$ cat src/rtl/pc_sequencer_if.sv
// rtl/pc_sequencer_if.sv - instruction-fetch handshake between pc_sequencer and instruction memory
interface pc_sequencer_if;
    logic        imem_req;
    logic [31:0] imem_addr;
    logic        imem_ack;
    logic [31:0] imem_rdata;

    modport master (
        output imem_req,
        output imem_addr,
        input  imem_ack,
        input  imem_rdata
    );

    modport slave (
        input  imem_req,
        input  imem_addr,
        output imem_ack,
        output imem_rdata
    );
endinterface

$ cat src/rtl/pc_sequencer.sv
// rtl/pc_sequencer.sv - multicycle fetch/execute/update PC sequencer; sole writer of the PC register
// Optional branch-alignment trap enabled by defining PC_SEQ_ALIGN_CHECK_EN (adds the misalign output).
module pc_sequencer #(
    parameter logic [31:0] RESET_VEC = 32'h0000_0000,
    parameter logic [31:0] TRAP_VEC  = 32'h0000_0100,
    parameter int unsigned PC_INC    = 4
) (
    input  logic                  clk,
    input  logic                  rst,
    input  logic [31:0]           pc_cur,
    output logic                  pc_load,
    output logic [31:0]           pc_next,
    pc_sequencer_if.master        imem,
    output logic                  instr_valid,
    output logic [31:0]           instr,
    output logic [31:0]           instr_pc,
    input  logic                  stall,
    input  logic                  exec_done,
    input  logic                  branch_taken,
    input  logic [31:0]           branch_target,
    input  logic                  trap,
    input  logic                  halt_req,
    output logic                  halted,
`ifdef PC_SEQ_ALIGN_CHECK_EN
    output logic                  misalign,
`endif
    output logic [31:0]           retired
);

    typedef enum logic [2:0] {
        S_BOOT,
        S_FETCH,
        S_EXEC,
        S_UPDATE,
        S_HALT
    } state_t;

    state_t      state_q, state_d;
    logic        pc_load_q, pc_load_d;
    logic [31:0] pc_next_q, pc_next_d;
    logic        req_q, req_d;
    logic [31:0] addr_q, addr_d;
    logic        instr_valid_q, instr_valid_d;
    logic [31:0] instr_q, instr_d;
    logic [31:0] instr_pc_q, instr_pc_d;
    logic        halted_q, halted_d;
    logic [31:0] retired_q, retired_d;
    logic        trap_eff;

`ifdef PC_SEQ_ALIGN_CHECK_EN
    logic        misalign_q, misalign_d;
    logic        mis_pend_q, mis_pend_d;
    logic        bad_target;

    assign bad_target = branch_taken && (branch_target[1:0] != 2'b00) && !trap;
    assign trap_eff   = trap || bad_target;
`else
    assign trap_eff   = trap;
`endif

    always_comb begin
        state_d       = state_q;
        pc_load_d     = 1'b0;
        pc_next_d     = pc_next_q;
        req_d         = req_q;
        addr_d        = addr_q;
        instr_valid_d = instr_valid_q;
        instr_d       = instr_q;
        instr_pc_d    = instr_pc_q;
        halted_d      = halted_q;
        retired_d     = retired_q;
`ifdef PC_SEQ_ALIGN_CHECK_EN
        misalign_d    = 1'b0;
        mis_pend_d    = mis_pend_q;
`endif
        case (state_q)
            S_BOOT: begin
                pc_load_d = 1'b1;
                pc_next_d = RESET_VEC;
                state_d   = S_FETCH;
            end
            S_FETCH: begin
                // pc_cur is stale while a load pulse is still in flight
                if (req_q) begin
                    if (imem.imem_ack) begin
                        instr_d       = imem.imem_rdata;
                        instr_pc_d    = addr_q;
                        req_d         = 1'b0;
                        instr_valid_d = 1'b1;
                        state_d       = S_EXEC;
                    end
                end else if (!stall && !pc_load_q) begin
                    req_d  = 1'b1;
                    addr_d = pc_cur;
                end
            end
            S_EXEC: begin
                if (exec_done) begin
                    retired_d     = retired_q + 32'd1;
                    instr_valid_d = 1'b0;
                    if (halt_req && !trap_eff) begin
                        halted_d = 1'b1;
                        state_d  = S_HALT;
                    end else begin
                        state_d = S_UPDATE;
                        if (trap_eff)
                            pc_next_d = TRAP_VEC;
                        else if (branch_taken)
                            pc_next_d = branch_target;
                        else
                            pc_next_d = instr_pc_q + 32'(PC_INC);
`ifdef PC_SEQ_ALIGN_CHECK_EN
                        mis_pend_d = bad_target;
`endif
                    end
                end
            end
            S_UPDATE: begin
                if (!stall) begin
                    pc_load_d = 1'b1;
                    state_d   = S_FETCH;
`ifdef PC_SEQ_ALIGN_CHECK_EN
                    misalign_d = mis_pend_q;
                    mis_pend_d = 1'b0;
`endif
                end
            end
            S_HALT: begin
                halted_d = 1'b1;
            end
            default: state_d = S_BOOT;
        endcase
    end

    always_ff @(posedge clk) begin
        if (rst) begin
            state_q       <= S_BOOT;
            pc_load_q     <= 1'b0;
            pc_next_q     <= RESET_VEC;
            req_q         <= 1'b0;
            addr_q        <= 32'h0;
            instr_valid_q <= 1'b0;
            instr_q       <= 32'h0;
            instr_pc_q    <= 32'h0;
            halted_q      <= 1'b0;
            retired_q     <= 32'h0;
`ifdef PC_SEQ_ALIGN_CHECK_EN
            misalign_q    <= 1'b0;
            mis_pend_q    <= 1'b0;
`endif
        end else begin
            state_q       <= state_d;
            pc_load_q     <= pc_load_d;
            pc_next_q     <= pc_next_d;
            req_q         <= req_d;
            addr_q        <= addr_d;
            instr_valid_q <= instr_valid_d;
            instr_q       <= instr_d;
            instr_pc_q    <= instr_pc_d;
            halted_q      <= halted_d;
            retired_q     <= retired_d;
`ifdef PC_SEQ_ALIGN_CHECK_EN
            misalign_q    <= misalign_d;
            mis_pend_q    <= mis_pend_d;
`endif
        end
    end

    assign pc_load        = pc_load_q;
    assign pc_next        = pc_next_q;
    assign imem.imem_req  = req_q;
    assign imem.imem_addr = addr_q;
    assign instr_valid    = instr_valid_q;
    assign instr          = instr_q;
    assign instr_pc       = instr_pc_q;
    assign halted         = halted_q;
    assign retired        = retired_q;
`ifdef PC_SEQ_ALIGN_CHECK_EN
    assign misalign       = misalign_q;
`endif

endmodule

$ cat src/flat_wrapper.sv
// flat-port wrapper written by rule: the top's interface ports become plain ports
module pc_sequencer_flat 
#(
    parameter logic [31:0] RESET_VEC = 32'h0000_0000,
    parameter logic [31:0] TRAP_VEC  = 32'h0000_0100,
    parameter int unsigned PC_INC    = 4
)
  (clk, rst, pc_cur, pc_load, pc_next, instr_valid, instr, instr_pc, stall, exec_done, branch_taken, branch_target, trap, halt_req, halted, retired, imem_imem_req, imem_imem_addr, imem_imem_ack, imem_imem_rdata);
  pc_sequencer_if imem_i ();
  input  logic clk;
  input  logic rst;
  input  logic [31:0] pc_cur;
  output logic pc_load;
  output logic [31:0] pc_next;
  output logic instr_valid;
  output logic [31:0] instr;
  output logic [31:0] instr_pc;
  input  logic stall;
  input  logic exec_done;
  input  logic branch_taken;
  input  logic [31:0] branch_target;
  input  logic trap;
  input  logic halt_req;
  output logic halted;
  output logic [31:0] retired;
  output wire logic [$bits(imem_i.imem_req)-1:0] imem_imem_req;
  output wire logic [$bits(imem_i.imem_addr)-1:0] imem_imem_addr;
  input wire logic [$bits(imem_i.imem_ack)-1:0] imem_imem_ack;
  input wire logic [$bits(imem_i.imem_rdata)-1:0] imem_imem_rdata;
  assign imem_imem_req = imem_i.imem_req;
  assign imem_imem_addr = imem_i.imem_addr;
  assign imem_i.imem_ack = imem_imem_ack;
  assign imem_i.imem_rdata = imem_imem_rdata;
  pc_sequencer #(.RESET_VEC(RESET_VEC), .TRAP_VEC(TRAP_VEC), .PC_INC(PC_INC)) u_core (.clk(clk), .rst(rst), .pc_cur(pc_cur), .pc_load(pc_load), .pc_next(pc_next), .imem(imem_i), .instr_valid(instr_valid), .instr(instr), .instr_pc(instr_pc), .stall(stall), .exec_done(exec_done), .branch_taken(branch_taken), .branch_target(branch_target), .trap(trap), .halt_req(halt_req), .halted(halted), .retired(retired));
endmodule
$ cat config.mk
export PLATFORM = sky130hd
export DESIGN_NAME = pc_sequencer_flat
export DESIGN_NICKNAME = d
export VERILOG_FILES = /design/src/rtl/pc_sequencer_if.sv /design/src/rtl/pc_sequencer.sv /design/src/flat_wrapper.sv
export SDC_FILE = /design/constraint.sdc
export NUM_CORES = 1
export LEC_CHECK = 0
export CAP_MARGIN = 20
export CORE_ASPECT_RATIO = 0.5
export CORE_MARGIN = 4
export CORE_UTILIZATION = 47
export DETAILED_ROUTE_END_ITERATION = 12
export PLACE_DENSITY = 0.82
export SETUP_SLACK_MARGIN = 0.3
export SLEW_MARGIN = 10
export SYNTH_ARGS = -nofsm -noshare
export SYNTH_HDL_FRONTEND = slang
export SYNTH_SLANG_ARGS = --single-unit
$ cat constraint.sdc
create_clock -name clk -period 3.66 [get_ports clk]
set_clock_uncertainty 0.2 [all_clocks]
set_input_delay 1.098 -clock clk [delete_from_list [all_inputs] [get_ports clk]]
set_output_delay 1.098 -clock clk [all_outputs]
set_load 0.005 [all_outputs]
Word level (Yosys, flattened, before mapping)

Index checks and enable logic that the tools add are counted.

Reductions and logical operators: 16
$lt $le $gt $ge: 0
$add $sub $neg: 2
Multipliers: 0
Shift-type cells: 0
Multiplexer cells: 23
Bitwise logic cells: 2
Divide/modulo/power cells: 0
Equality and inequality tests: 10

Operator list:

| operator                                              | number |
|---|---|
| 2-to-1 mux 32 bit                                     | 4 |
| one-hot mux 32 bit (2 select lines)                   | 1 |
| adder 32 x 1 -> 32 bit, second input constant         | 1 |
| adder 32 x 3 -> 32 bit, second input constant         | 1 |
| 2-to-1 mux 3 bit                                      | 5 |
| one-hot mux 3 bit (5 select lines)                    | 1 |
| AND reduction 3 bit                                   | 4 |
| 2-to-1 mux 1 bit                                      | 9 |
| inequality test 2 bit, second input constant          | 4 |
| equality test 3 x 2 -> 1 bit, second input constant   | 2 |
| one-hot mux 1 bit (2 select lines)                    | 3 |
| nonzero test 2 bit                                    | 3 |
| AND reduction 5 bit                                   | 1 |
| inequality test 2 x 1 -> 1 bit, second input constant | 2 |
| AND reduction 4 bit                                   | 1 |
| equality test 3 x 1 -> 1 bit, second input constant   | 1 |
| equality test 3 bit, second input constant            | 1 |
| zero test 1 bit                                       | 3 |
| zero test 3 bit                                       | 1 |
| logical AND 1 bit                                     | 2 |
| inverter 1 bit                                        | 2 |
| AND reduction 2 bit                                   | 1 |

ROM bits: 0
Bits in latches: 0
Memories: 0
Bits in registers: 167
Word-level logic and storage cells: 63
Bits of input ports: 104
Memory bits (writable): 0
Output and inout port bits: 164

Depth between registers and ports, before layout

Word-level depth: 6
Gate-level depth with buffers: 8
Depth with buffers taken out: 6

Worst setup path after synthesis

Ideal clock, no wire load.

Path type: input-to-reg
Start point: in branch_taken
End point: reg u_core.pc_next_q[16] (netlist: u_core.pc_next[16])
Stages on the path: 6
Data required time: 3384 ps
Buffers on the path: 2
Setup slack: 1058 ps
Setup time: 76 ps
Arrival time: 2327 ps
Cells stage by stage: clkbuf_1 inv_1 nor4_1 clkbuf_1 a22oi_1 o22ai_1

Longest elaborated chain between the ends: 5

RTL lines:

| item                                | RTL line            | RTL |
|---|---|---|
| from (decl)                         | flat_wrapper.sv:20  | `input logic branch_taken;` |
| 2-to-1 mux 32 bit                   | pc_sequencer.sv:108 | `else if (branch_taken)` |
| 2-to-1 mux 32 bit                   | pc_sequencer.sv:106 | `if (trap_eff)` |
| 2-to-1 mux 32 bit                   | pc_sequencer.sv:101 | `if (halt_req && !trap_eff) begin` |
| 2-to-1 mux 32 bit                   | pc_sequencer.sv:98  | `if (exec_done) begin` |
| one-hot mux 32 bit (2 select lines) | pc_sequencer.sv:76  | `case (state_q)` |
| to (signal assigned)                | pc_sequencer.sv:154 | `pc_next_q <= pc_next_d;` |
| to (decl)                           | pc_sequencer.sv:40  | `logic [31:0] pc_next_q, pc_next_d;` |

Every way passes these cells. The select of a mux whose other input is x is not followed.
A chain may end at the register's enable or synchronous reset.

Final worst setup path

Start point: in exec_done
End point: reg u_core.retired_q[28] (netlist: u_core.retired[28])

Longest elaborated chain between the ends: 1

RTL lines:

| item                                 | RTL line            | RTL |
|---|---|---|
| from (decl)                          | flat_wrapper.sv:19  | `input logic exec_done;` |
| AND reduction 2 bit (no source line) | -                   |  |
| to (signal assigned)                 | pc_sequencer.sv:161 | `retired_q <= retired_d;` |
| to (decl)                            | pc_sequencer.sv:47  | `logic [31:0] retired_q, retired_d;` |

Every way passes these cells.

==> flow_metrics.env <==
export IMPL_outcome="complete, no violations"
export IMPL_cp_end_kind="register"
export IMPL_synth_xor_area_share_pct=6.957
export IMPL_hold_violations=0
export IMPL_synth_top_flop_cell="dfxtp_1"
export IMPL_synth_simple_area_share_pct=25.80
export IMPL_io_buffers=267
export IMPL_grt_setup_unrepaired="no"
export IMPL_yosys_top_cells_area="dfxtp_1 48%, nand2_1 13%, a21oi_1 8.1%"
export IMPL_syn_nets=958
export IMPL_fin_crit_ns=3.025
export IMPL_drc=0
export IMPL_crit_path_start_kind="input port"
export IMPL_fp_dieW_um=179.7
export IMPL_insertion_delay_ns=0.41
export IMPL_grt_pass1_wl_mm=33.58
export IMPL_postCtsSetupRepairBufs=0
export IMPL_cap_violations=0
export IMPL_final_cells=1306
export IMPL_reg2reg_slack_ns=1.14
export IMPL_vdd_drop_max_v=0.0003368
export IMPL_core_area_um2=14430
export IMPL_synth_top_family_by_area="simple AND/OR/NAND/NOR gates"
export IMPL_synthTopCellsByCount="232 x nand2_1, 167 x dfxtp_1, 112 x a21oi_1"
export IMPL_netlist_instances=852
export IMPL_syn_cell_area_um2=6924
export IMPL_postCtsHoldBufs=0
export IMPL_synth_compound_area_share_pct=14.53
export IMPL_power_density_nw_per_um2=372.2
export IMPL_die_area_um2=16860
export IMPL_finalSetupViolCount=0
export IMPL_min_path_cells=2
export IMPL_tns_ns=0
export IMPL_cts_repair_resized=0
export IMPL_cts_tree="yes"
export IMPL_hold_slack_ns=0.2440
export IMPL_die_h_um=93.83
export IMPL_worstMarginPinSlew_ns=0.7708
export IMPL_r2r_start="u_core.state_q[0]"
export IMPL_synth_top_cell_area_share_pct=48.28
export IMPL_worstHoldPathType="register to register"
export IMPL_antennaDiodeCount=0
export IMPL_antenna_found_initial=0
export IMPL_yosysTopAreaCell="dfxtp_1"
export IMPL_first_iter_violations=437
export IMPL_yosysSeqAreaShare_pct=48.28
export IMPL_layout_drive_gt1_share_pct=5.776
export IMPL_place_congestion=0.8551
export IMPL_rr_worst_depth=5
export IMPL_synthArstFlopShare_pct=0
export IMPL_wl_per_cell_um=16.51
export IMPL_arrival_ns=3.16
export IMPL_synthMuxAreaShare_pct=0.4879
export IMPL_multi_input_area_um2=3346
export IMPL_cp_required_ns=3.79
export IMPL_routed_wl_mm=21.56
export IMPL_yosysUniqueCellTypes=46
export IMPL_num_vias=6903
export IMPL_h_tree_depth=4
export IMPL_grtUsageTotal_pct=24.21
export IMPL_nets=1202
export IMPL_cts_buffer_depth=2
export IMPL_total_power_mw=3.831
export IMPL_slew_violations=0
export IMPL_dr_pass1_iters=5
export IMPL_cts_num_sinks=167
export IMPL_grt_max_degree=97
export IMPL_cts_buffers=17
export IMPL_rows=31
export IMPL_grt_pass1_vias=6576
export IMPL_cp_max_fo=7
export IMPL_gr_total_overflow=0
export IMPL_vias_per_cell=5.286
export IMPL_fmax_mhz=330.6
export IMPL_ioPinCount=268
export IMPL_ant_nets=0
export IMPL_synth_edff_count=0
export IMPL_place_inst=1275
export IMPL_holdPathEnd="u_core.pc_next[8]"
export IMPL_n_fill_cell=1137
export IMPL_dp_hpwl_mm=15.74
export IMPL_synth_avg_cell_area_um2=8.127
export IMPL_power_leakage_nw=3.487
export IMPL_rr_endpoint="u_core.instr[18]"
export IMPL_start_util_pct=47.99
export IMPL_yosysMostFrequentCell="nand2_1"
export IMPL_ys_seq_elements=167
export IMPL_fin_crit_sh_pct=82.64
export IMPL_clock_root_buffer="clkbuf_16"
export IMPL_clkTransAtPathRegs_ns=0.06
export IMPL_crit_type="input port to register"
export IMPL_slew_headroom_pct=48.37
export IMPL_synthAdderAreaFrac_pct=0.3614
export IMPL_ff_latch_area_um2=3343
export IMPL_yosys_warnings=0
export IMPL_syn_to_final_growth_pct=48.66
export IMPL_hold_start="u_core.pc_next[8]"
worst max-delay path: stages:
cell             delay [ns]
clkdlybuf4s50_1        0.55
nand4bb_1              0.35
nor3_2                 0.35
nand3_1                0.17
or4_1                  0.50
a21oi_1                0.14
metal layers:
layer  track usage [%]  wire length (um)  vias up
met5                 0                 0        -
met4             7.795               507        0
met3             5.104              1282       37
met2             43.86             10920      246
met1             29.12              8849     3232
li1                  -                 -     3388
through the flow:
step	worst slack [ns]	utilization, %	area (um^2)
2_1_floorplan	1.058	-	6924
3_3_place_gp	0.3114	67.67	9764
3_5_place_dp	0.2125	67.67	9764
4_1_cts	0.6244	71.34	10290
5_1_grt	0.3710	71.34	10290
6_report	0.6353	71.34	10290
cell usage in the layout (no fill, tap or decap), types with 7 or more instances in the layout:
cell type	count
xnor2_1	12
nand3_1	26
nand2_1	232
clkinvlp_4	7
nand4_1	17
dfxtp_1	167
a22oi_1	17
clkdlybuf4s50_1	266
nor2_1	50
o21ai_0	22
xor2_1	43
clkbuf_16	17
nor3_1	9
buf_4	11
a21oi_1	112
o22ai_1	12
and3_1	8
report_power, final:
group          internal (mW)  leakage, nW  switching [mW]
logic                  0.181         1.90           0.151
clock network          0.875        0.236           0.749
registers               1.85         1.35          0.0279
total                   2.90         3.49           0.927
cell families (layout without fill, tap and decap cells):
group	Yosys count	after routing
AOI/OAI and AO/OA	179	179
xor gates and xnor gates	55	55
adders and majority gates	2	2
buffers and inverters	61	317
DFF	167	167
muxes	3	3
and+or+nand+nor	385	385
worst max-delay path by stage:
stage,startpoint,end,slack (ns)
after floorplan,branch_taken,u_core.pc_next[16],1.06
after global placement,exec_done,u_core.retired[31],0.31
after detailed placement,exec_done,u_core.retired[28],0.21
after CTS,exec_done,u_core.retired[28],0.62
after global routing,exec_done,u_core.pc_next[21],0.37
final,exec_done,u_core.retired[28],0.64
registers in the layout, summed over array words and instances (netlist names):
name	cells
u_core.imem.imem_req	1
u_core.pc_load	1
u_core.imem.imem_addr	32
u_core.state_q	3
u_core.instr	32
u_core.instr_valid	1
u_core.retired	32
u_core.halted	1
u_core.pc_next	32
u_core.instr_pc	32
layout make-up:
cell class                 instances  share of cell area [%]
timing repair buffer             280                   27.25
clock inverter                    12                  0.9359
inverter                           6                  0.2188
tap                              198                   2.407
clock buffer                      19                   4.206
multi-input combinational        624                   32.50
sequential                       167                   32.48
Note: power is estimated with default switching activity, not from simulation.
